==> config.mk <==
export PLATFORM = sky130hd
export DESIGN_NAME = paddle_input_ctrl_flat
export DESIGN_NICKNAME = d
export VERILOG_FILES = /design/src/rtl/pong_pkg.sv /design/src/rtl/paddle_input_ctrl_if.sv /design/src/rtl/btn_debounce.sv /design/src/rtl/paddle_input_ctrl.sv /design/src/flat_wrapper.sv
export SDC_FILE = /design/constraint.sdc
export NUM_CORES = 1
export LEC_CHECK = 0
export CAP_MARGIN = 20
export CORE_MARGIN = 2
export CORE_UTILIZATION = 45
export CTS_CLUSTER_SIZE = 25
export DETAILED_ROUTE_END_ITERATION = 6
export PLACE_DENSITY = 0.6
export SYNTH_ARGS = -nofsm -noshare
export SYNTH_HDL_FRONTEND = slang
export SYNTH_HIERARCHICAL = 1
export SYNTH_SLANG_ARGS = --single-unit
==> constraint.sdc <==
create_clock -name clk -period 3.49 [get_ports clk]
set_clock_uncertainty 0.2 [all_clocks]
set_input_delay 0.8725 -clock clk [delete_from_list [all_inputs] [get_ports clk]]
set_output_delay 0.8725 -clock clk [all_outputs]
set_load 0.02 [all_outputs]
==> src/rtl/pong_pkg.sv <==
// Shared pong definitions: paddle direction encoding and controls-bus bit positions.
// Also used by the paddle mover, so changes here ripple into both blocks.
package pong_pkg;

    typedef enum logic [1:0] {
        DIR_NONE = 2'd0,
        DIR_UP   = 2'd1,
        DIR_DOWN = 2'd2
    } dir_t;

    localparam int CTRL_UP = 1;
    localparam int CTRL_DN = 0;

    function automatic logic [1:0] dir_to_ctrl(input dir_t d);
        logic [1:0] c;
        c          = 2'b00;
        c[CTRL_UP] = (d == DIR_UP);
        c[CTRL_DN] = (d == DIR_DOWN);
        return c;
    endfunction

endpackage

==> src/rtl/paddle_input_ctrl_if.sv <==
// Button/tick inputs and step/debug outputs of one player's paddle input front end.
// The master side is the board/game logic, the slave side is paddle_input_ctrl.
interface paddle_input_ctrl_if;

    logic       tick;
    logic       btn_up_raw;
    logic       btn_dn_raw;
    logic [1:0] controls;
    logic [1:0] pressed;

    modport master (
        output tick,
        output btn_up_raw,
        output btn_dn_raw,
        input  controls,
        input  pressed
    );

    modport slave (
        input  tick,
        input  btn_up_raw,
        input  btn_dn_raw,
        output controls,
        output pressed
    );

endinterface

==> src/rtl/btn_debounce.sv <==
// Two-flop synchroniser plus stability filter for one asynchronous button.
// Raw-to-output latency is 2 + DEBOUNCE_CYCLES clocks; no backpressure.
module btn_debounce #(
    parameter int DEBOUNCE_CYCLES = 16
) (
    input  logic clk,
    input  logic rst,
    input  logic i_raw,
    output logic o_stable
);

    localparam int CW = $clog2(DEBOUNCE_CYCLES + 1);
    localparam logic [CW-1:0] CNT_LAST = CW'(DEBOUNCE_CYCLES - 1);

    logic          r_sync1;
    logic          r_sync2;
    logic          r_stable;
    logic [CW-1:0] r_cnt;

    always_ff @(posedge clk) begin
        if (rst) begin
            r_sync1  <= 1'b0;
            r_sync2  <= 1'b0;
            r_stable <= 1'b0;
            r_cnt    <= '0;
        end else begin
            r_sync1 <= i_raw;
            r_sync2 <= r_sync1;
            // any cycle agreeing with the accepted level restarts the count
            if (r_sync2 == r_stable) begin
                r_cnt <= '0;
            end else if (r_cnt == CNT_LAST) begin
                r_stable <= r_sync2;
                r_cnt    <= '0;
            end else begin
                r_cnt <= r_cnt + CW'(1);
            end
        end
    end

    assign o_stable = r_stable;

endmodule

==> src/rtl/paddle_input_ctrl.sv <==
// Debounced up/down buttons to one-tick paddle step pulses with hold-to-repeat.
// Steps appear only in tick cycles (combinational from registered state); no backpressure.
module paddle_input_ctrl
    import pong_pkg::*;
#(
    parameter int DEBOUNCE_CYCLES = 16,
    parameter int REPEAT_DELAY    = 4,
    parameter int REPEAT_PERIOD   = 2
) (
    input  logic                clk,
    input  logic                rst,
    paddle_input_ctrl_if.slave  bus
);

    localparam int TMAX = (REPEAT_DELAY > REPEAT_PERIOD) ? REPEAT_DELAY : REPEAT_PERIOD;
    localparam int TW   = $clog2(TMAX + 1);
    localparam logic [TW-1:0] T_DELAY  = TW'(REPEAT_DELAY);
    localparam logic [TW-1:0] T_PERIOD = TW'(REPEAT_PERIOD - 1);

    localparam logic [1:0] ST_IDLE   = 2'd0;
    localparam logic [1:0] ST_DELAY  = 2'd1;
    localparam logic [1:0] ST_REPEAT = 2'd2;

    logic          w_up;
    logic          w_dn;
    dir_t          w_dir;
    logic          w_press;
    logic          w_tzero;
    logic          w_fire;

    dir_t          r_dir_q;
    logic          r_pend;
    dir_t          r_pend_dir;
    logic [1:0]    r_state;
    logic [TW-1:0] r_tcnt;

    btn_debounce #(.DEBOUNCE_CYCLES(DEBOUNCE_CYCLES)) u_deb_up (
        .clk      (clk),
        .rst      (rst),
        .i_raw    (bus.btn_up_raw),
        .o_stable (w_up)
    );

    btn_debounce #(.DEBOUNCE_CYCLES(DEBOUNCE_CYCLES)) u_deb_dn (
        .clk      (clk),
        .rst      (rst),
        .i_raw    (bus.btn_dn_raw),
        .o_stable (w_dn)
    );

    // both buttons together cancel out rather than picking a winner
    always_comb begin
        w_dir = DIR_NONE;
        if (w_up && !w_dn) begin
            w_dir = DIR_UP;
        end else if (w_dn && !w_up) begin
            w_dir = DIR_DOWN;
        end
    end

    assign w_press = (w_dir != DIR_NONE) && (w_dir != r_dir_q);
    assign w_tzero = (r_tcnt == '0);
    assign w_fire  = r_pend || (((r_state == ST_DELAY) || (r_state == ST_REPEAT)) && w_tzero);

    always_ff @(posedge clk) begin
        if (rst) begin
            r_dir_q    <= DIR_NONE;
            r_pend     <= 1'b0;
            r_pend_dir <= DIR_NONE;
            r_state    <= ST_IDLE;
            r_tcnt     <= '0;
        end else begin
            r_dir_q <= w_dir;
            if (w_press) begin
                r_pend     <= 1'b1;
                r_pend_dir <= w_dir;
                r_state    <= ST_DELAY;
                r_tcnt     <= T_DELAY;
            end else begin
                if (bus.tick) begin
                    if (r_pend) begin
                        r_pend <= 1'b0;
                        if (r_state == ST_DELAY) begin
                            r_tcnt <= r_tcnt - TW'(1);
                        end
                    end else begin
                        case (r_state)
                            ST_DELAY: begin
                                if (w_tzero) begin
                                    r_state <= ST_REPEAT;
                                    r_tcnt  <= T_PERIOD;
                                end else begin
                                    r_tcnt <= r_tcnt - TW'(1);
                                end
                            end
                            ST_REPEAT: begin
                                if (w_tzero) begin
                                    r_tcnt <= T_PERIOD;
                                end else begin
                                    r_tcnt <= r_tcnt - TW'(1);
                                end
                            end
                            default: ;
                        endcase
                    end
                end
                // a pending tap survives the release so it still yields one step
                if (w_dir == DIR_NONE) begin
                    r_state <= ST_IDLE;
                end
            end
        end
    end

    assign bus.controls = (bus.tick && w_fire) ? dir_to_ctrl(r_pend ? r_pend_dir : r_dir_q) : 2'b00;
    assign bus.pressed  = {w_up, w_dn};

endmodule

==> src/flat_wrapper.sv <==
// flat-port wrapper written by rule: the top's interface ports become plain ports
module paddle_input_ctrl_flat import pong_pkg::*;
#(
    parameter int DEBOUNCE_CYCLES = 16,
    parameter int REPEAT_DELAY    = 4,
    parameter int REPEAT_PERIOD   = 2
)
  (clk, rst, bus_tick, bus_btn_up_raw, bus_btn_dn_raw, bus_controls, bus_pressed);
  paddle_input_ctrl_if bus_i ();
  input  logic clk;
  input  logic rst;
  input wire logic [$bits(bus_i.tick)-1:0] bus_tick;
  input wire logic [$bits(bus_i.btn_up_raw)-1:0] bus_btn_up_raw;
  input wire logic [$bits(bus_i.btn_dn_raw)-1:0] bus_btn_dn_raw;
  output wire logic [$bits(bus_i.controls)-1:0] bus_controls;
  output wire logic [$bits(bus_i.pressed)-1:0] bus_pressed;
  assign bus_i.tick = bus_tick;
  assign bus_i.btn_up_raw = bus_btn_up_raw;
  assign bus_i.btn_dn_raw = bus_btn_dn_raw;
  assign bus_controls = bus_i.controls;
  assign bus_pressed = bus_i.pressed;
  paddle_input_ctrl #(.DEBOUNCE_CYCLES(DEBOUNCE_CYCLES), .REPEAT_DELAY(REPEAT_DELAY), .REPEAT_PERIOD(REPEAT_PERIOD)) u_core (.clk(clk), .rst(rst), .bus(bus_i));
endmodule
==> run summary, run 1 <==
The residual overflow from global routing was 0. Of all nets on the critical path, the largest fanout is 2. The slowest stage of the critical path belongs to the cell sky130_fd_sc_hd__clkdlybuf4s50_1. The maximum cell stage delay along the critical path is 0.60 ns, and the number of max-slew violations in the final report is 0. Yosys printed 6 warnings. The synthesized design contains 0 enable-type register cells. Detailed routing inserted a total of 818 vias. The leakage power is 0.468 nW, and the final estimated routing congestion in global placement is 0.729.

The hold violation total from the final report is 0. The mean post-synth cell area was 9.66 um^2. The floorplan step defined a core boundary enclosing 2500 um^2. For the number of buffers inserted by post-CTS setup repair, the log shows 0.

The run finished with clean final reports. After synthesis, the netlist uses 40 different library cells. The worst hold-check path type is register to register. Once detail routing completed, the nets flagged for antenna violations numbered 0. Of the synthesized area, sequential elements account for 43.1%.

Setup repair after global routing left no endpoint under its margin. TritonCTS built the clock tree. For this design the ratio of total power to cell area is 327 nW/um^2. Prior to clock tree synthesis, the placed netlist has a worst setup slack of 0.203 ns. The area overhead of the layout relative to synthesis came out at 9.64%.

The tools report the number of clock sinks as 26. On the final layout, the worst hold slack is 0.253 ns. VDD sags by at most 0.210 mV. The die outline width is 55.8 um, and the post-synthesis instance area is 1210 um^2. The count of cell instances traversed by the critical path was 4. Counting every net in the synthesized netlist gives 139.

The worst setup path is captured at an output pin. The overall global routing resource usage came out at 13.3%. On the critical path the largest part of the delay comes from buffers and inverters. Timing would allow up to 305 MHz. The number of antenna violations at the first check in global routing is 0. The post-route setup TNS is 0 ns.

In this run the core area contains 18 standard-cell rows. The number of cells on the worst hold path was 1. Leading register cell type out of synthesis: sky130_fd_sc_hd__dfxtp_1. For this run, asynchronously set or reset flops after synthesis account for 0%. By instance count, the cell type seen most on the critical path is sky130_fd_sc_hd__clkdlybuf4s50_1. The vertical die dimension was 55.8 um.

The via count of the first global-routing pass is 806. The wire length of the first global-routing pass was 3.33 mm. The depth of the worst register-to-register path was 5; the number of diodes was 0. The minimum setup slack in the final design is 0.206 ns, and the CTS clock-pin slew for the worst setup and hold paths is 0.11 ns. Once layout is complete, the cells apart from fillers number 163. The effective utilization at floorplan came out at 48.3%. Walking the worst path, the cells encountered are clkdlybuf4s50_1, o21ai_0, nor2_1, clkdlybuf4s50_1. Input and output buffers added on the ports amount to 8.

The minimum period implied by the final worst setup slack came out at 3.28 ns. The cell sitting at the root of the clock tree is a sky130_fd_sc_hd__clkbuf_4. The number of H-tree levels is 1, and the number of hold buffers added after cts is 0. For this run, the post-layout net count is 149.

Summed over all nets, the half-perimeter wirelength after detailed placement is 1.36 mm. The number of filler instances in the final layout is 246, and the total iterations of the first detailed-routing run is 4. In the layout the commonest cells are sky130_fd_sc_hd__dfxtp_1 (26), sky130_fd_sc_hd__nor2_1 (17), sky130_fd_sc_hd__inv_1 (15). Cells with a size suffix above 1 make up 9.02% of the layout. The die outline area came out at 3110 um^2.

Number of gates resized after CTS: 0. The sum of buffers and inverters on the critical path is 2, and the number of buffers created by CTS is 3. The number of vias per cell after detailed routing is 5.02. After layout, the worst path uses 94.1% of the clock period. The latest clock arrival within the worst-skew pair is 0.31 ns, and the largest buffer count on any clock path is 2. Data arrives at the worst endpoint at 2.21 ns. For this block, the routed nets add up to 1.78 mm of wire. In this run, placement finished with an instance count of 160. Dividing the detail-routed wire length by the instance count gives 10.9 um. The run gives 2.42 ns as the endpoint required time on the critical path. The critical path in this run is classified as primary input to output pin.

Number of DRC violations after detailed routing: 0. Synthesis produced a netlist whose cell count is 125. The first routing iteration left 18 violations. For the boundary pin count, the log shows 9. The tool flagged a number of max-cap violations equal to 0. The launching element type of the critical path is a primary input.

The leading cell type in the layout, fill and taps excluded was sky130_fd_sc_hd__dfxtp_1. The tools report the pin count of the biggest net entering global routing as 20. Counting flops and latches in the post-synthesis netlist gives 26. Setup violations remaining at the end of the flow were counted as 0. Slew at the pin closest to its max-slew limit: 0.613 ns. For the worst max-slew margin expressed relative to the limit, the log shows 59.0%.
cell families (layout without fill, tap and decap cells):
| family | Yosys count | in the layout | synth area share (%) |
|---|---|---|---|
| AND/OR/NAND/NOR | 43 | 43 | 20.2 |
| buffers and inverters | 19 | 27 | 7.25 |
| XOR/XNOR | 8 | 8 | 5.80 |
| flip-flops | 26 | 26 | 43.1 |
| AO/OA/AOI/OAI | 16 | 16 | 10.8 |
| multiplexers | 4 | 4 | 3.52 |
| adder cells (fa/ha/maj) | 9 | 9 | 9.33 |
sequential cells by signal (all words and copies together), names as in the netlist:
| signal | cells |
|---|---|
| u_core/r_pend_dir | 2 |
| u_core/r_pend | 1 |
| u_core/r_tcnt | 3 |
| u_core/r_state | 2 |
| u_core/r_dir_q | 2 |
| u_core/u_deb_dn/r_cnt | 5 |
| u_core/u_deb_dn/r_sync2 | 1 |
| u_core/u_deb_up/r_cnt | 5 |
| u_core/u_deb_up/o_stable | 1 |
| u_core/u_deb_up/r_sync1 | 1 |
| u_core/u_deb_up/r_sync2 | 1 |
| u_core/u_deb_dn/o_stable | 1 |
| u_core/u_deb_dn/r_sync1 | 1 |
report_power, final:
| part | internal [mW] | switching (mW) |
|---|---|---|
| sequential | 0.300 | 0.00124 |
| combinational | 0.00782 | 0.00733 |
| clock | 0.0403 | 0.0761 |
final timing paths:
check	startpoint	end	slack (ns)
worst min-delay path	u_core/u_deb_dn/r_sync1	u_core/u_deb_dn/r_sync2	0.25
worst max-delay path	bus_tick	bus_controls[0]	0.21
worst max register to register	u_core/u_deb_up/o_stable	u_core/r_pend_dir[0]	1.66
worst min register to register	u_core/u_deb_dn/r_sync1	u_core/u_deb_dn/r_sync2	0.25
cell usage after synthesis (2+ instances only):
master | count | area, um^2
sky130_fd_sc_hd__nor2_1 | 17 | 63.8
sky130_fd_sc_hd__xor2_1 | 2 | 17.5
sky130_fd_sc_hd__mux2i_1 | 2 | 20.0
sky130_fd_sc_hd__buf_4 | 2 | 15.0
sky130_fd_sc_hd__xnor2_1 | 6 | 52.6
sky130_fd_sc_hd__nor2b_1 | 7 | 43.8
sky130_fd_sc_hd__ha_1 | 9 | 113
sky130_fd_sc_hd__or3_4 | 2 | 22.5
sky130_fd_sc_hd__a21oi_1 | 3 | 15.0
sky130_fd_sc_hd__dfxtp_1 | 26 | 521
sky130_fd_sc_hd__nand2_1 | 3 | 11.3
sky130_fd_sc_hd__inv_1 | 15 | 56.3
sky130_fd_sc_hd__or3_1 | 2 | 12.5
sky130_fd_sc_hd__nand3_1 | 2 | 10.0
sky130_fd_sc_hd__and3_1 | 2 | 12.5
through the flow:
step	power (mW)	area [um^2]	util (%)
after floorplan	0.314	1210	-
after global placement	0.323	1300	52.1
after detailed placement	0.323	1300	52.1
after CTS	0.442	1320	53.0
after global routing	0.451	1320	53.0
final	0.432	1320	53.0
metal layers:
layer / vias to the layer above / track usage (%) / wire length (um)
li1: 437 / - / -
met1: 367 / 15.7 / 843
met2: 10 / 23.3 / 862
met3: 4 / 2.79 / 50
met4: 0 / 5.23 / 23
met5: - / 0 / 0
area by class of cell:
type	count	area, um^2	share of cell area, %
clock buffers	3	22.5	1.70
repair buffers	9	87.6	6.62
inverters	15	56.3	4.25
multi-input cells	80	599	45.3
flip-flops and latches	26	520	39.3
well taps	30	37.5	2.84
No activity file was read; power rests on OpenSTA's default activity.
==> inputs of run 2 (changes only) <==
==> constraint.sdc (replaced) <==
create_clock -name clk -period 3.2 [get_ports clk]
set_clock_uncertainty 0.2 [all_clocks]
set_input_delay 0.8 -clock clk [delete_from_list [all_inputs] [get_ports clk]]
set_output_delay 0.8 -clock clk [all_outputs]
set_load 0.02 [all_outputs]
==> run 2 against run 1 <==
Cell area increased by 1.4%. Die area unchanged. Cell count is 0.61% higher. Total power is 17% higher. Sequential share of layout area down 0.55 points. Combinational power increased by 9%. Wire length is 3.3% higher. Global-route usage down 0.084 points. First-iteration DRC count shrank 28%. Count of clock-buffer cells in the layout is 1 higher. Setup slack better by 0.25 ns. Via count increased by 1.3%. Critical path type unchanged. Largest power group unchanged. Highest routed layer unchanged.
==> run summary, run 2 (synthesis results as in run 1) <==
The flow ran to the end, and the final reports show no timing, DRC or antenna violations. The power consumption is 0.505 mW (+17%), and the area overhead of the layout relative to synthesis is 11.2%. The tools report the cell count after placement as 160 (unchanged). The effective utilization at floorplan was 48.3% (unchanged); the routed length per placed instance was 11.2 um (+2.6%).

Number of buffers created by CTS: 3 (unchanged). The largest registers in the layout are u_core/u_deb_dn/r_cnt x5, u_core/u_deb_up/r_cnt x5, u_core/r_tcnt x3. The critical path goes through clkdlybuf4s50_1, o21ai_0, nor2_1, dlymetal6s2s_1. The minimum period implied by the final worst setup slack is 2.74 ns, and the power per unit of standard cell area is 376 nW/um^2 (+15%). The post-detailed-route count of antenna-violating nets is 0 (unchanged). The via count of the first global-routing pass was 795 (-1.4%). Setup repair after global routing left no endpoint under its margin. The final estimated routing congestion in global placement came out at 0.729 (about the same). The run gives 0 (unchanged) as the number of endpoints failing setup at the final stage. Post-route setup TNS: 0 ns (unchanged).

Number of clock sinks: 26 (unchanged). The non-filler instance count after layout came out at 164 (+0.61%). The slew at the pin closest to its max-slew limit is 0.611 ns (-0.00211 ns). Class of the most critical setup path: primary input to output pin. CTS clock-pin slew for the worst setup and hold paths: 0.13 ns (+0.02 ns).

The CTS root buffer was sky130_fd_sc_hd__clkbuf_4. The number of max-capacitance violations reported was 0 (unchanged); the arrival time of data at the critical path endpoint was 1.74 ns (-0.47 ns). Static timing analysis puts the maximum clock frequency at 365 MHz. The die outline width came out at 55.8 um (unchanged). The number of max-slew violations in the final report is 0 (unchanged), and the final period utilization is 85.6%.

The vertical die dimension works out to 55.8 um (unchanged). The number of DRC violations after detailed routing came out at 0 (unchanged). The logs give 1.40 mm (+3.0%) for the HPWL reported at the end of detailed placement and 2.20 ns (-0.22 ns) for the endpoint required time on the critical path. The largest buffer count on any clock path was 2 (unchanged). The tools report the die outline area as 3110 um^2 (unchanged). The logs give 0 (unchanged) for the number of gates resized after CTS and 0 (unchanged) for the hold violation total from the final report. The tools report the DRC violation total after the first TritonRoute iteration as 13 (-5). TritonCTS built the clock tree. The share of post-route cells with drive strength above 1 was 9.70% (+0.68 points). The tools report the number of standard-cell rows in the floorplan as 18 (unchanged). The number of H-tree levels is 1 (unchanged).

STA classifies the critical path endpoint as an output pin. The number of vias per cell after detailed routing works out to 5.05 (+0.73%). Wire length reported by the detailed router: 1.84 mm (+3.3%). The leading cell type in the layout, fill and taps excluded is sky130_fd_sc_hd__dfxtp_1. The share of the core filled with cells came out at 53.7% (+0.75 points). The tools report the pin count of the biggest net entering global routing as 20 (unchanged). The worst hold-check path type is register to register. The worst supply voltage drop on vdd was 0.277 mV (+32%); the total iterations of the first detailed-routing run was 4 (unchanged). The overall global routing resource usage came out at 13.2% (-0.084 points). The top cell types in the final layout, fill and taps aside, are sky130_fd_sc_hd__dfxtp_1 (26), sky130_fd_sc_hd__nor2_1 (17), sky130_fd_sc_hd__inv_1 (15). The number of diodes was 0 (unchanged); the number of antenna violations at the first check in global routing was 0 (unchanged). Number of buffers inserted by post-CTS setup repair: 0 (unchanged). The number of I/O port buffers works out to 8 (unchanged). The number of hold buffers added after cts is 0 (unchanged).

The tools report the net total in the final layout as 149 (unchanged). The worst max-slew margin expressed relative to the limit was 59.1% (+0.14 points). The boundary pin count was 9 (unchanged); the minimum setup slack in the final design was 0.461 ns (+0.255 ns). Launching element type of the critical path: a primary input.

The setup slack after placement came out at 0.0600 ns (-0.143 ns). The wire length of the first global-routing pass came out at 3.24 mm (-2.7%). The core box area is 2500 um^2 (unchanged).

The leakage power was 0.513 nW (+9.6%); the vias after detailed routing was 829 (+1.3%). The slowest stage of the critical path belongs to the cell sky130_fd_sc_hd__clkdlybuf4s50_1. The latest clock arrival within the worst-skew pair was 0.31 ns (about the same); the residual overflow from global routing was 0 (unchanged).

Largest fanout of any net on the critical path: 2 (unchanged). The maximum cell stage delay along the critical path works out to 0.48 ns (-0.12 ns).
[run 2: area by class of cell]
class | count | area [um^2]
Sequential cell | 26 | 520
Inverter | 15 | 56.3
Tap cell | 30 | 37.5
Fill cell | 242 | 1160
Clock buffer | 4 | 36.3
Timing Repair Buffer | 9 | 92.6
Multi-Input combinational cell | 80 | 599
[run 2: final timing paths]
kind	to	slack (ns)	start	cells after the start
max	bus_controls[0]	0.46	bus_tick	4
min	u_core/u_deb_up/r_cnt[0]	0.26	u_core/u_deb_up/r_cnt[0]	1
max reg2reg	u_core/r_pend_dir[0]	1.34	u_core/u_deb_up/o_stable	5
min reg2reg	u_core/u_deb_up/r_cnt[0]	0.26	u_core/u_deb_up/r_cnt[0]	1
[run 2: critical path, delay by kind of cell]
family	cells	cell delay [ns]
buffers and inverters	2	0.70
AOI/OAI and AO/OA	1	0.12
and+or+nand+nor	1	0.12
[run 2: report_power, final]
part	switching, mW	total [mW]	internal, mW
Clock	0.0910	0.161	0.0695
Combinational	0.00799	0.0165	0.00853
Sequential	0.00134	0.328	0.327
Total	0.100	0.505	0.405
[run 2: through the flow]
| step | hold slack [ns] | instance area, um^2 |
|---|---|---|
| finish | 0.255 | 1340 |
| detailed placement | 0.228 | 1300 |
| global placement | 0.219 | 1300 |
| global route | 0.270 | 1340 |
| floorplan | 0.214 | 1210 |
| CTS | 0.256 | 1340 |
[run 2: metal layers]
| layer | GRT usage, % | vias up | share of wire [%] |
|---|---|---|---|
| li1 | - | 435 | - |
| met1 | 14.9 | 382 | 46 |
| met2 | 23.3 | 10 | 50 |
| met3 | 2.79 | 2 | 3.2 |
| met4 | 6.62 | 0 | 1.1 |
| met5 | 0 | - | 0 |
